$ cat src/rtl/blink_pkg.sv
// Shared types for the multi-channel LED blinker.
package blink_pkg;

   localparam int MODE_W = 2;

   typedef enum logic [MODE_W-1:0] {
      OFF   = 2'b00,
      ON    = 2'b01,
      BLINK = 2'b10,
      BURST = 2'b11
   } mode_e;

endpackage

$ cat src/rtl/blink_multi_if.sv
// Config/status bundle between the board-control register block and the blinker.
// master drives the config write; slave is the blinker itself.
interface blink_multi_if
   import blink_pkg::*;
#(
   parameter int NCH      = 4,
   parameter int PER_BITS = 8
) ();

   localparam int CH_W = (NCH > 1) ? $clog2(NCH) : 1;

   logic                cfg_we;
   logic [CH_W-1:0]     cfg_ch;
   mode_e               cfg_mode;
   logic [PER_BITS-1:0] cfg_per;
   logic [NCH-1:0]      led;
   logic [NCH-1:0]      flg;
   logic [NCH-1:0]      busy;

   modport master (
      output cfg_we, cfg_ch, cfg_mode, cfg_per,
      input  led, flg, busy
   );

   modport slave (
      input  cfg_we, cfg_ch, cfg_mode, cfg_per,
      output led, flg, busy
   );

endinterface

$ cat src/rtl/blink_chan.sv
// One blinker channel: mode/period registers, tick counter, burst counter,
// registered led/flg/busy. Priority: reset, config write, sync, tick.
// Optional BLINK_MULTI_SYNC_EN adds i_sync (phase realignment).
module blink_chan
   import blink_pkg::*;
#(
   parameter int PER_BITS = 8,
   parameter int DEF_PER  = 8,
   parameter int BURST_N  = 3
) (
   input  logic                clk,
   input  logic                rst,
   input  logic                i_tick,
   input  logic                i_wr,
   input  mode_e               i_mode,
   input  logic [PER_BITS-1:0] i_per,
`ifdef BLINK_MULTI_SYNC_EN
   input  logic                i_sync,
`endif
   output logic                o_led,
   output logic                o_flg,
   output logic                o_busy
);

   localparam int BC_W = (BURST_N > 1) ? $clog2(BURST_N) : 1;

   mode_e               r_mode, w_mode_n;
   logic [PER_BITS-1:0] r_per, w_per_n;
   logic [PER_BITS-1:0] r_cnt, w_cnt_n;
   logic [BC_W-1:0]     r_bcnt, w_bcnt_n;
   logic                r_led, w_led_n;
   logic                r_flg, w_flg_n;
   logic                r_busy, w_busy_n;
   logic [PER_BITS-1:0] w_term;
   logic                w_run;

   // period 0 behaves like 1, so its terminal count is also 0
   assign w_term = (r_per == '0) ? '0 : r_per - 1'b1;
   assign w_run  = (r_mode == BLINK) || (r_mode == BURST);

   // state register
   always_ff @(posedge clk) begin
      if (rst) begin
         r_mode <= OFF;
         r_per  <= PER_BITS'(DEF_PER);
         r_cnt  <= '0;
         r_bcnt <= '0;
         r_led  <= 1'b0;
         r_flg  <= 1'b0;
         r_busy <= 1'b0;
      end else begin
         r_mode <= w_mode_n;
         r_per  <= w_per_n;
         r_cnt  <= w_cnt_n;
         r_bcnt <= w_bcnt_n;
         r_led  <= w_led_n;
         r_flg  <= w_flg_n;
         r_busy <= w_busy_n;
      end
   end

   // next state: a write drops any coincident tick; flg only on a tick-driven toggle
   always_comb begin
      w_mode_n = r_mode;
      w_per_n  = r_per;
      w_cnt_n  = r_cnt;
      w_bcnt_n = r_bcnt;
      w_led_n  = r_led;
      w_flg_n  = 1'b0;
      w_busy_n = r_busy;
      if (i_wr) begin
         w_mode_n = i_mode;
         w_per_n  = i_per;
         w_cnt_n  = '0;
         w_bcnt_n = '0;
         w_led_n  = (i_mode == ON);
         w_busy_n = (i_mode == BURST);
      end
`ifdef BLINK_MULTI_SYNC_EN
      else if (i_sync) begin
         w_cnt_n = '0;
         if (w_run) w_led_n = 1'b0;
      end
`endif
      else if (i_tick && w_run) begin
         if (r_cnt == w_term) begin
            w_cnt_n = '0;
            w_led_n = ~r_led;
            w_flg_n = 1'b1;
            // a falling edge in BURST advances the pulse count
            if (r_mode == BURST && r_led) begin
               if (r_bcnt == BC_W'(BURST_N - 1)) begin
                  w_mode_n = OFF;
                  w_busy_n = 1'b0;
                  w_bcnt_n = '0;
               end else begin
                  w_bcnt_n = r_bcnt + 1'b1;
               end
            end
         end else begin
            w_cnt_n = r_cnt + 1'b1;
         end
      end
   end

   assign o_led  = r_led;
   assign o_flg  = r_flg;
   assign o_busy = r_busy;

endmodule

$ cat src/rtl/blink_multi.sv
// N-channel LED blinker: shared prescaler tick, per-channel mode/period.
// Optional BLINK_MULTI_SYNC_EN adds sync_i to realign all channel phases.
module blink_multi
   import blink_pkg::*;
#(
   parameter int NCH      = 4,
   parameter int PRE_BITS = 20,
   parameter int PER_BITS = 8,
   parameter int DEF_PER  = 8,
   parameter int BURST_N  = 3
) (
   input  logic clk,
   input  logic rst,
`ifdef BLINK_MULTI_SYNC_EN
   input  logic sync_i,
`endif
   blink_multi_if.slave bus
);

   localparam int CH_W = (NCH > 1) ? $clog2(NCH) : 1;

   logic [PRE_BITS-1:0] r_pre_cnt;
   logic                w_tick;
   logic [NCH-1:0]      w_wr;
   logic [NCH-1:0]      w_led, w_flg, w_busy;

   // free-running prescaler
   always_ff @(posedge clk) begin
      if (rst) begin
         r_pre_cnt <= '0;
      end
`ifdef BLINK_MULTI_SYNC_EN
      else if (sync_i) begin
         r_pre_cnt <= '0;
      end
`endif
      else begin
         r_pre_cnt <= r_pre_cnt + 1'b1;
      end
   end

   assign w_tick = &r_pre_cnt;

   for (genvar i = 0; i < NCH; i++) begin : g_ch
      // channel select; indices past NCH never match
      assign w_wr[i] = bus.cfg_we && (bus.cfg_ch == CH_W'(i));

      blink_chan #(
         .PER_BITS (PER_BITS),
         .DEF_PER  (DEF_PER),
         .BURST_N  (BURST_N)
      ) u_chan (
         .clk    (clk),
         .rst    (rst),
         .i_tick (w_tick),
         .i_wr   (w_wr[i]),
         .i_mode (bus.cfg_mode),
         .i_per  (bus.cfg_per),
`ifdef BLINK_MULTI_SYNC_EN
         .i_sync (sync_i),
`endif
         .o_led  (w_led[i]),
         .o_flg  (w_flg[i]),
         .o_busy (w_busy[i])
      );
   end

   assign bus.led  = w_led;
   assign bus.flg  = w_flg;
   assign bus.busy = w_busy;

endmodule

$ cat src/flat_wrapper.sv
// flat-port wrapper written by rule: the top's interface ports become plain ports
module blink_multi_flat import blink_pkg::*;
#(
   parameter int NCH      = 4,
   parameter int PRE_BITS = 20,
   parameter int PER_BITS = 8,
   parameter int DEF_PER  = 8,
   parameter int BURST_N  = 3
)
  (clk, rst, bus_cfg_we, bus_cfg_ch, bus_cfg_mode, bus_cfg_per, bus_led, bus_flg, bus_busy);
  blink_multi_if #(.NCH(NCH), .PER_BITS(PER_BITS)) bus_i ();
  input  logic clk;
  input  logic rst;
  input wire logic [$bits(bus_i.cfg_we)-1:0] bus_cfg_we;
  input wire logic [$bits(bus_i.cfg_ch)-1:0] bus_cfg_ch;
  input wire logic [$bits(bus_i.cfg_mode)-1:0] bus_cfg_mode;
  input wire logic [$bits(bus_i.cfg_per)-1:0] bus_cfg_per;
  output wire logic [$bits(bus_i.led)-1:0] bus_led;
  output wire logic [$bits(bus_i.flg)-1:0] bus_flg;
  output wire logic [$bits(bus_i.busy)-1:0] bus_busy;
  assign bus_i.cfg_we = bus_cfg_we;
  assign bus_i.cfg_ch = bus_cfg_ch;
  assign bus_i.cfg_mode = bus_cfg_mode;
  assign bus_i.cfg_per = bus_cfg_per;
  assign bus_led = bus_i.led;
  assign bus_flg = bus_i.flg;
  assign bus_busy = bus_i.busy;
  blink_multi #(.NCH(NCH), .PRE_BITS(PRE_BITS), .PER_BITS(PER_BITS), .DEF_PER(DEF_PER), .BURST_N(BURST_N)) u_core (.clk(clk), .rst(rst), .bus(bus_i));
endmodule
$ cat config.mk
export PLATFORM = sky130hd
export DESIGN_NAME = blink_multi_flat
export DESIGN_NICKNAME = d
export VERILOG_FILES = /design/src/rtl/blink_pkg.sv /design/src/rtl/blink_multi_if.sv /design/src/rtl/blink_chan.sv /design/src/rtl/blink_multi.sv /design/src/flat_wrapper.sv
export SDC_FILE = /design/constraint.sdc
export NUM_CORES = 1
export LEC_CHECK = 0
export ABC_AREA = 0
export CAP_MARGIN = 40
export CORE_MARGIN = 2
export CORE_UTILIZATION = 55
export CTS_BUF_LIST = sky130_fd_sc_hd__clkbuf_8
export DETAILED_ROUTE_END_ITERATION = 12
export PLACE_DENSITY = 0.82
export SLEW_MARGIN = 20
export SYNTH_ARGS = -nofsm -noshare
export SYNTH_HDL_FRONTEND = slang
export SYNTH_SLANG_ARGS = --single-unit
$ cat constraint.sdc
create_clock -name clk -period 4.9 [get_ports clk]
set_input_delay 0.98 -clock clk [delete_from_list [all_inputs] [get_ports clk]]
set_output_delay 0.98 -clock clk [all_outputs]
set_load 0.05 [all_outputs]
==> results.yml <==
run_status:
  status: "complete, no violations"
routing:
  firstDrtPassIters: 5
  drc: 0
  routed_wl_mm: 13.5
  ant_nets: 0
  drt_iter0_drc: 347
  wl_per_cell_um: 15.1
  viasPerCell: 5.79
  vias: 5169
placement:
  dp_hpwl_mm: 10.0
  gp_congestion: 0.893
  numPortBuffers: 26
critical_path:
  reg2reg_depth: 9
  worstSetupPathType: "reg -> reg"
  crit_path_end_kind: "register"
  crit_fanout: 7
  cp.required_ps: 5200
  start_kind: "register"
  worstPathArrival_ps: 3650
clocking:
  cts_buffers: 9
  post_cts_buffers: 0
  clkTransAtPathRegs_ps: 110
  clock_latency_ps: 390
  clockRootBuffer: "clkbuf_8"
  hold_buffers: 0
  cts_tree: "done"
  clockBufferDepth: 2
  cts_max_level: 3
  cts.sinks: 112
  cts_resized: 0
die:
  initial_utilization_pct: 55.7
  coreArea_um2: 10700
  die_height_um: 108
  core.rowCount: 38
  io_pins: 27
  dieArea_um2: 11700
  die_w_um: 108
sta:
  worstMarginPinSlew_ps: 714
  grt_setup_unrepaired: "false"
  timing.final.crit_share_pct: 68.4
  setup_tns_ps: 0
  finClkSkew_ps: 15.5
  period_needed_ps: 3350
  hold_viol: 0
  whs_ps: 477
  timing.fmax_ghz: 0.298
  drv_slew: 0
  setup_violations: 0
  slew_headroom_pct: 52.0
pwr:
  power.net_switching_mw: 0.448
  ir_drop_uv: 185
  leakagePower_nw: 2.17
  internal_power_mw: 1.19
  pwr_density_cell_nw_per_um2: 257
  combPwrFrac_pct: 10.1
  seqPwrFrac_pct: 57.8
  power_frac_clock_pct: 32.2
  swShare_pct: 27.3
synthesis:
  ys_warn_count: 0
  syn_inst: 755
  syn-num-nets: 779
  syn-cell-area_um2: 5980
  synth-seq-cells: 112
  synth_ff_type: "dfxtp_1"
  async_flop_share_pct: 0
  synth_edf_count: 0
  syn_area_per_cell_um2: 7.92
  synth.distinct_cells: 60
  ys_seq_area_share_pct: 37.5
worst_hold_path:
  hp-class: "reg -> reg"
  hold_path_depth: 2
cells_and_area:
  num_antenna_cells: 0
  synthToLayoutAreaGrowth_pct: 6.80
  nets: 772
  layout_commonest_cell: "dfxtp_1"
  n_fill_cell: 960
  layout_common_cells: "dfxtp_1, nand2_1, nor2_1"
  drive_gt1_share_pct: 4.65
job:
  maxCapViolCount: 0
global_route:
  gr-usage-all-layers_pct: 23.7
  grt_overflow: 0
  grt_pass1_wl_mm: 22.2
  grt_max_degree: 42
  grt_antenna_before_repair: 0
  grt_pass1_vias: 4836
## worst paths after layout
| path | startpoint | end | slack, ps |
|---|---|---|---|
| hold reg to reg | u_core.g_ch[2].u_chan.o_busy | u_core.g_ch[2].u_chan.o_busy | 480 |
| setup / recovery | u_core.g_ch[0].u_chan.r_per[0] | u_core.g_ch[0].u_chan.r_mode[1] | 1550 |
| hold / removal | u_core.g_ch[2].u_chan.o_busy | u_core.g_ch[2].u_chan.o_busy | 480 |
| setup reg to reg | u_core.g_ch[0].u_chan.r_per[0] | u_core.g_ch[0].u_chan.r_mode[1] | 1550 |
## power groups by stage
stage | sequential [mW] | clock (mW) | combinational, mW
after floorplan | 0.960 | 0 | 0.125
after global placement | 0.968 | 0 | 0.160
after detailed placement | 0.969 | 0 | 0.164
after CTS | 0.948 | 0.538 | 0.164
after global routing | 0.952 | 0.574 | 0.182
final | 0.948 | 0.528 | 0.165
## state kept, by name (all words and copies together), names as in the netlist
signal	flops
u_core.g_ch.u_chan.r_cnt	32
u_core.r_pre_cnt	20
u_core.g_ch.u_chan.o_busy	4
u_core.g_ch.u_chan.o_flg	4
u_core.g_ch.u_chan.r_mode	8
u_core.g_ch.u_chan.o_led	4
u_core.g_ch.u_chan.r_bcnt	8
u_core.g_ch.u_chan.r_per	32
## logic make-up after synthesis
group	share of synthesized area (%)
muxes	1.17
AOI/OAI and AO/OA	13.3
xor gates and xnor gates	11.1
adders and majority gates	1.88
buffers and inverters	5.17
DFF	37.5
and+or+nand+nor	29.9
## cell type report
type                    count  area [um2]  share of cell area [%]
clock inverters             5        42.5                   0.666
repair buffers             28         270                    4.23
flip-flops and latches    112        2240                    35.1
well taps                 140         175                    2.74
clock buffers              10         138                    2.15
inverters                  24        90.1                    1.41
multi-input cells         573        3430                    53.7
## cells in the mapped netlist, drive strengths merged, types with 3 or more instances
| library cell | n | share of area (%) |
|---|---|---|
| nor2 | 86 | 5.4 |
| nor2b | 12 | 1.3 |
| and3 | 20 | 2.1 |
| or2 | 6 | 0.63 |
| or4 | 14 | 1.8 |
| nor4 | 10 | 1.3 |
| dfxtp | 112 | 37 |
| ha | 9 | 1.9 |
| mux2i | 7 | 1.2 |
| or3b | 3 | 0.44 |
| a21oi | 54 | 4.5 |
| buf | 16 | 1.8 |
| nand3b | 6 | 0.75 |
| xor2 | 42 | 6.2 |
| nand2 | 109 | 6.8 |
| nand3 | 21 | 1.8 |
| or4b | 4 | 0.80 |
| o21ai | 21 | 1.8 |
| o211ai | 10 | 1.3 |
| a31oi | 3 | 0.31 |
| inv | 24 | 1.5 |
| clkbuf | 30 | 1.9 |
| nand2b | 7 | 0.73 |
| nor3 | 19 | 1.6 |
| a22o | 4 | 0.59 |
| o221ai | 4 | 0.59 |
| nand4 | 23 | 2.4 |
| nor3b | 6 | 0.75 |
| or3 | 6 | 0.63 |
| xnor2 | 31 | 4.5 |
## critical path, cell delays in order, from the launching register on
cell and delay [ps]:
dfxtp_1 360, inv_1 100, ha_1 220, or4b_4 520
or4b_4 540, nand3_1 90, o211ai_1 90, or4_1 610
o41a_1 470, a22o_1 240
## per-stage QoR
stage	utilization, %	setup slack, ps	cell area [um2]	power, mW	instances
final	59.4	1550	6390	1.64	892
after global routing	59.4	1340	6390	1.71	892
after CTS	59.4	1570	6390	1.65	892
after detailed placement	57.8	1580	6210	1.13	877
after global placement	57.8	1630	6210	1.13	877
after floorplan	-	1750	5980	1.09	755
## per-layer routing
layer	vias up	track usage [%]	share of wire (%)
li1	2605	-	-
met1	2439	29.8	46
met2	102	40.7	49
met3	23	4.94	3.8
met4	0	7.60	1.8
met5	-	0	0
No activity file was read; power rests on OpenSTA's default activity.
==> edit 1 (config.mk and constraints unchanged) <==
`PER_BITS` is set to 8 in 4 places; all go to 7.
--- a/src/rtl/blink_multi_if.sv
+++ b/src/rtl/blink_multi_if.sv
@@ -4,7 +4,7 @@
    import blink_pkg::*;
 #(
    parameter int NCH      = 4,
-   parameter int PER_BITS = 8
+   parameter int PER_BITS = 7
 ) ();
 
    localparam int CH_W = (NCH > 1) ? $clog2(NCH) : 1;
--- a/src/rtl/blink_chan.sv
+++ b/src/rtl/blink_chan.sv
@@ -4,7 +4,7 @@
 module blink_chan
    import blink_pkg::*;
 #(
-   parameter int PER_BITS = 8,
+   parameter int PER_BITS = 7,
    parameter int DEF_PER  = 8,
    parameter int BURST_N  = 3
 ) (
--- a/src/rtl/blink_multi.sv
+++ b/src/rtl/blink_multi.sv
@@ -5,7 +5,7 @@
 #(
    parameter int NCH      = 4,
    parameter int PRE_BITS = 20,
-   parameter int PER_BITS = 8,
+   parameter int PER_BITS = 7,
    parameter int DEF_PER  = 8,
    parameter int BURST_N  = 3
 ) (
--- a/src/flat_wrapper.sv
+++ b/src/flat_wrapper.sv
@@ -3,7 +3,7 @@
 #(
    parameter int NCH      = 4,
    parameter int PRE_BITS = 20,
-   parameter int PER_BITS = 8,
+   parameter int PER_BITS = 7,
    parameter int DEF_PER  = 8,
    parameter int BURST_N  = 3
 )
Ports: changed (resized bus_cfg_per); port bits go from 27 to 26. No check against the original RTL was run, so the function may have changed too.
==> edit 1 against the original RTL <==
  * Synthesized cell count decreased by 7.9%
  * Worst setup slack gained 0.13 ns
  * Sequential cell count down 8
  * Clock skew increased by 0.0018 ns
  * Area after synthesis is 6.6% lower
  * Power shrank 5.9%
  * Final area shrank 6.2%
  * Critical path depth fell by 1
  * Wire length down 7.6%
  * Critical endpoint is now u_core.g_ch[2].u_chan.o_busy
==> edit 1: results <==
[power]
ir_drop_mv = 0.1478
power_leakage_uw = 0.002125

[clocking]
htreeDepth = 3
cts_setup_buffers = 0
post_cts_resize_count = 0
numCtsBuffers = 9
cts_buffer_depth = 2
path_clk_slew_ns = 0.10
clkLatencyLatePin_ns = 0.38
clock-root-buffer = "clkbuf_8"

[worst_setup_path]
slowest_delay_ns = 0.58
reg2reg_setup_slack_ns = 1.68
crit_path_max_fanout = 10
critical-path-top-delay-family = "simple AND/OR/NAND/NOR gates"
crit_slowest_cell = "or4b_1"

[yosys]
synthTopCellsByCount = "dfxtp_1, nand2_1, nor2_1"
synth_compound_area_frac = 0.1456
yosys_warnings = 0
synth_xor_area_frac = 0.1035
synth_fa_ha_area_frac = 0.02016
synth_top_flop_cell = "dfxtp_1"
synthMuxAreaShare = 0.01792
ys_types = 61
synth_top_cells_by_area = "dfxtp_1, nand2_1, xor2_1, nor2_1, xnor2_1"
async_flop_share = 0
yosysSeqAreaShare = 0.3728

[detailed_routing]
wl_um = 12440
drtPass1Iterations = 8
drt_iter0_markers = 252
vias = 4870

[timing]
fin_skew_ns = 0.01730
relSlewSlack = 0.4481
finalSetupTns_ns = 0
setup_viol = 0

[layout]
top_regs = "u_core.g_ch.u_chan.r_cnt x28, u_core.g_ch.u_chan.r_per x28, u_core.r_pre_cnt x20"
fillCellCount = 902
final_nets = 715
drive_above_1_share = 0.05022
antenna_cells = 0

[placement]
io_buffers = 25
dp_hpwl_um = 9090
gp_congestion = 0.8300

[global_route]
antenna_found_initial = 0
grtUsageTotal = 0.2246
grt_max_degree = 54
grt_pass1_vias = 4276
grt_first_pass_wirelength_um = 20180

[outcome]
status = "complete, no violations"

[hold_path]
holdCritPathClass = "reg -> reg"
-- edit 1: cell type report --
type	count	area share
tap	133	0.02778
sequential	104	0.3475
inverter	16	0.01003
clock buffer	10	0.02297
clock inverter	6	0.007101
timing repair buffer	29	0.04511
multi-input combinational	532	0.5395
-- edit 1: worst reg2reg max path, cell delays in order, from the launching register on --
cell and delay, ns:
dfxtp_1 0.36, ha_1 0.23, nand2_1 0.11, nor4_4 0.49
and4_1 0.49, a21boi_2 0.23, or4b_1 0.58, o41a_1 0.42
a2bb2o_4 0.23
-- edit 1: power by group --
group          total [uW]  switching, uW  internal (uW)
clock                 500            299            201
combinational         166            100           66.0
sequential            880           20.1            860
-- edit 1: worst paths after layout --
path,from,end,cells past startpoint
min reg2reg,u_core.r_pre_cnt[0],u_core.r_pre_cnt[0],1
max reg2reg,u_core.r_pre_cnt[0],u_core.g_ch[2].u_chan.o_busy,8
max,u_core.r_pre_cnt[0],u_core.g_ch[2].u_chan.o_busy,8
min,u_core.r_pre_cnt[0],u_core.r_pre_cnt[0],1
-- edit 1: per-stage QoR --
step           area, um^2  total power [uW]  hold slack (ns)  instances  setup WS, ns
3_5_place_dp         5793              1062           0.4422        811         1.730
6_report             5991              1546           0.4530        830         1.681
2_1_floorplan        5585              1017           0.4175        695         2.093
4_1_cts              5973              1553           0.4558        827         1.720
5_1_grt              5991              1609           0.4764        830         1.543
3_3_place_gp         5793              1055           0.4353        811         1.804
-- edit 1: layer usage --
layer,vias to the layer above,GRT usage,part of all wire
li1,2426,-,-
met1,2294,0.2964,0.46
met2,131,0.3622,0.48
met3,19,0.05365,0.046
met4,0,0.07238,0.018
met5,-,0,0
==> edit 2 (same settings) <==
Without the edit above. Make the reset (`rst`) asynchronous in 2 clocked blocks.
--- a/src/rtl/blink_chan.sv
+++ b/src/rtl/blink_chan.sv
@@ -39,7 +39,7 @@
    assign w_run  = (r_mode == BLINK) || (r_mode == BURST);
 
    // state register
-   always_ff @(posedge clk) begin
+   always_ff @(posedge clk or posedge rst) begin
       if (rst) begin
          r_mode <= OFF;
          r_per  <= PER_BITS'(DEF_PER);
--- a/src/rtl/blink_multi.sv
+++ b/src/rtl/blink_multi.sv
@@ -25,7 +25,7 @@
    logic [NCH-1:0]      w_led, w_flg, w_busy;
 
    // free-running prescaler
-   always_ff @(posedge clk) begin
+   always_ff @(posedge clk or posedge rst) begin
       if (rst) begin
          r_pre_cnt <= '0;
       end
Behaviour: differs if rst is asserted again (counterexample within 4 cycles, from zero or initial values and one cycle with rst high); with rst held inactive, the same outputs for 10 cycles.
==> edit 2 against the original RTL <==
  * Critical path depth did not move
  * Wire length rose by 13%
  * Sequential cell count stayed put
  * Worst setup slack worse by 0.0048 ns
  * Sequential share of layout area rose by 4.1 points
  * Final cell count rose by 2.9%
  * Final area increased by 12%
  * Area after synthesis rose by 11%
  * Critical path type unchanged
  * Critical endpoint is now u_core.g_ch[2].u_chan.r_mode[1]
  * Largest cell class unchanged
Power is not compared: it rests on default switching activity, and its combinational part moved more than twofold at a synthesized area within 25%.
==> edit 2: results <==
[worst_setup_path]
arrival_ns = 3.63
reg2reg_setup_slack_ns = 1.54
crit_path_max_fanout = 7
slowest_delay_ns = 0.68
crit_slowest_cell = "or4b_1"
cp-endpoint = "u_core.g_ch[2].u_chan.r_mode[1]"
cp-startpoint = "u_core.g_ch[2].u_chan.r_per[0]"

[yosys]
synth_top_flop_cell = "dfrtp_1"
synth_xor_area_frac = 0.07222
synth_top_cells_by_area = "dfrtp_1, nand2_1, o21ai_0, xnor2_1, nor2_1"
async_flop_share = 1.000
synth_fa_ha_area_frac = 0.01697
synth_compound_area_frac = 0.1312
yosysSeqAreaShare = 0.4232
syn-num-nets = 796
avgSynthCellArea_um2 = 8.595
synthTopCellsByCount = "nand2_1, dfrtp_1, nor2_1"
synthMuxAreaShare = 0.01810
synth.top_cell.area_share = 0.4073
ys_types = 64

[placement]
dp_hpwl_um = 10800
dpl_cell_area_mm2 = 0.006894
dpl.cell_count = 901
dp_slack_ns = 1.621
gp_congestion = 0.8550

[timing]
period_share = 0.6852
relSlewSlack = 0.4384
hold_ws_ns = 0.4800
fin_skew_ns = 0.01161

[layout]
final_nets = 790
drive_above_1_share = 0.05447

[outcome]
status = "complete, no violations"

[global_route]
grtUsageTotal = 0.2435
antenna_found_initial = 0
grt_max_degree = 68
grt_first_pass_wirelength_um = 25450
grt_pass1_vias = 5483

[hold_path]
worstHoldStart = "u_core.r_pre_cnt[7]"
whs_endpoint = "u_core.r_pre_cnt[7]"
min_path_cells = 1

[clocking]
numCtsBuffers = 9
cts_setup_buffers = 0
clkLatencyLatePin_ns = 0.39
clock-root-buffer = "clkbuf_8"
path_clk_slew_ns = 0.11

[detailed_routing]
vias = 5669
avgViaCountPerCell = 6.175
drt_iter0_markers = 503
wl_per_cell_um = 16.63
drtPass1Iterations = 5

[power]
ir_drop_mv = 0.1532
==> edit 2: layout make-up <==
| class | instances | area [um^2] |
|---|---|---|
| Fill cell | 1047 | 4752 |
| Multi-Input combinational cell | 593 | 3530 |
| Sequential cell | 112 | 2808 |
| Timing Repair Buffer | 34 | 337.8 |
| Tap cell | 147 | 183.9 |
| Clock buffer | 11 | 151.4 |
| Clock inverter | 5 | 86.33 |
| Inverter | 16 | 62.56 |
==> edit 2: power by group <==
group	switching, uW	internal [uW]	leakage [uW]
combinational	270	210	0.00151
clock	327	321	0.000121
sequential	100	990	0.00146
total	698	1520	0.00309
==> edit 2: routing by layer <==
metal / up-vias / GRT usage / routed length (um)
met5: - / 0 / 0
met3: 27 / 0.03401 / 658
met4: 0 / 0.09106 / 305
li1: 2706 / - / -
met1: 2779 / 0.3220 / 6881
met2: 157 / 0.4108 / 7420
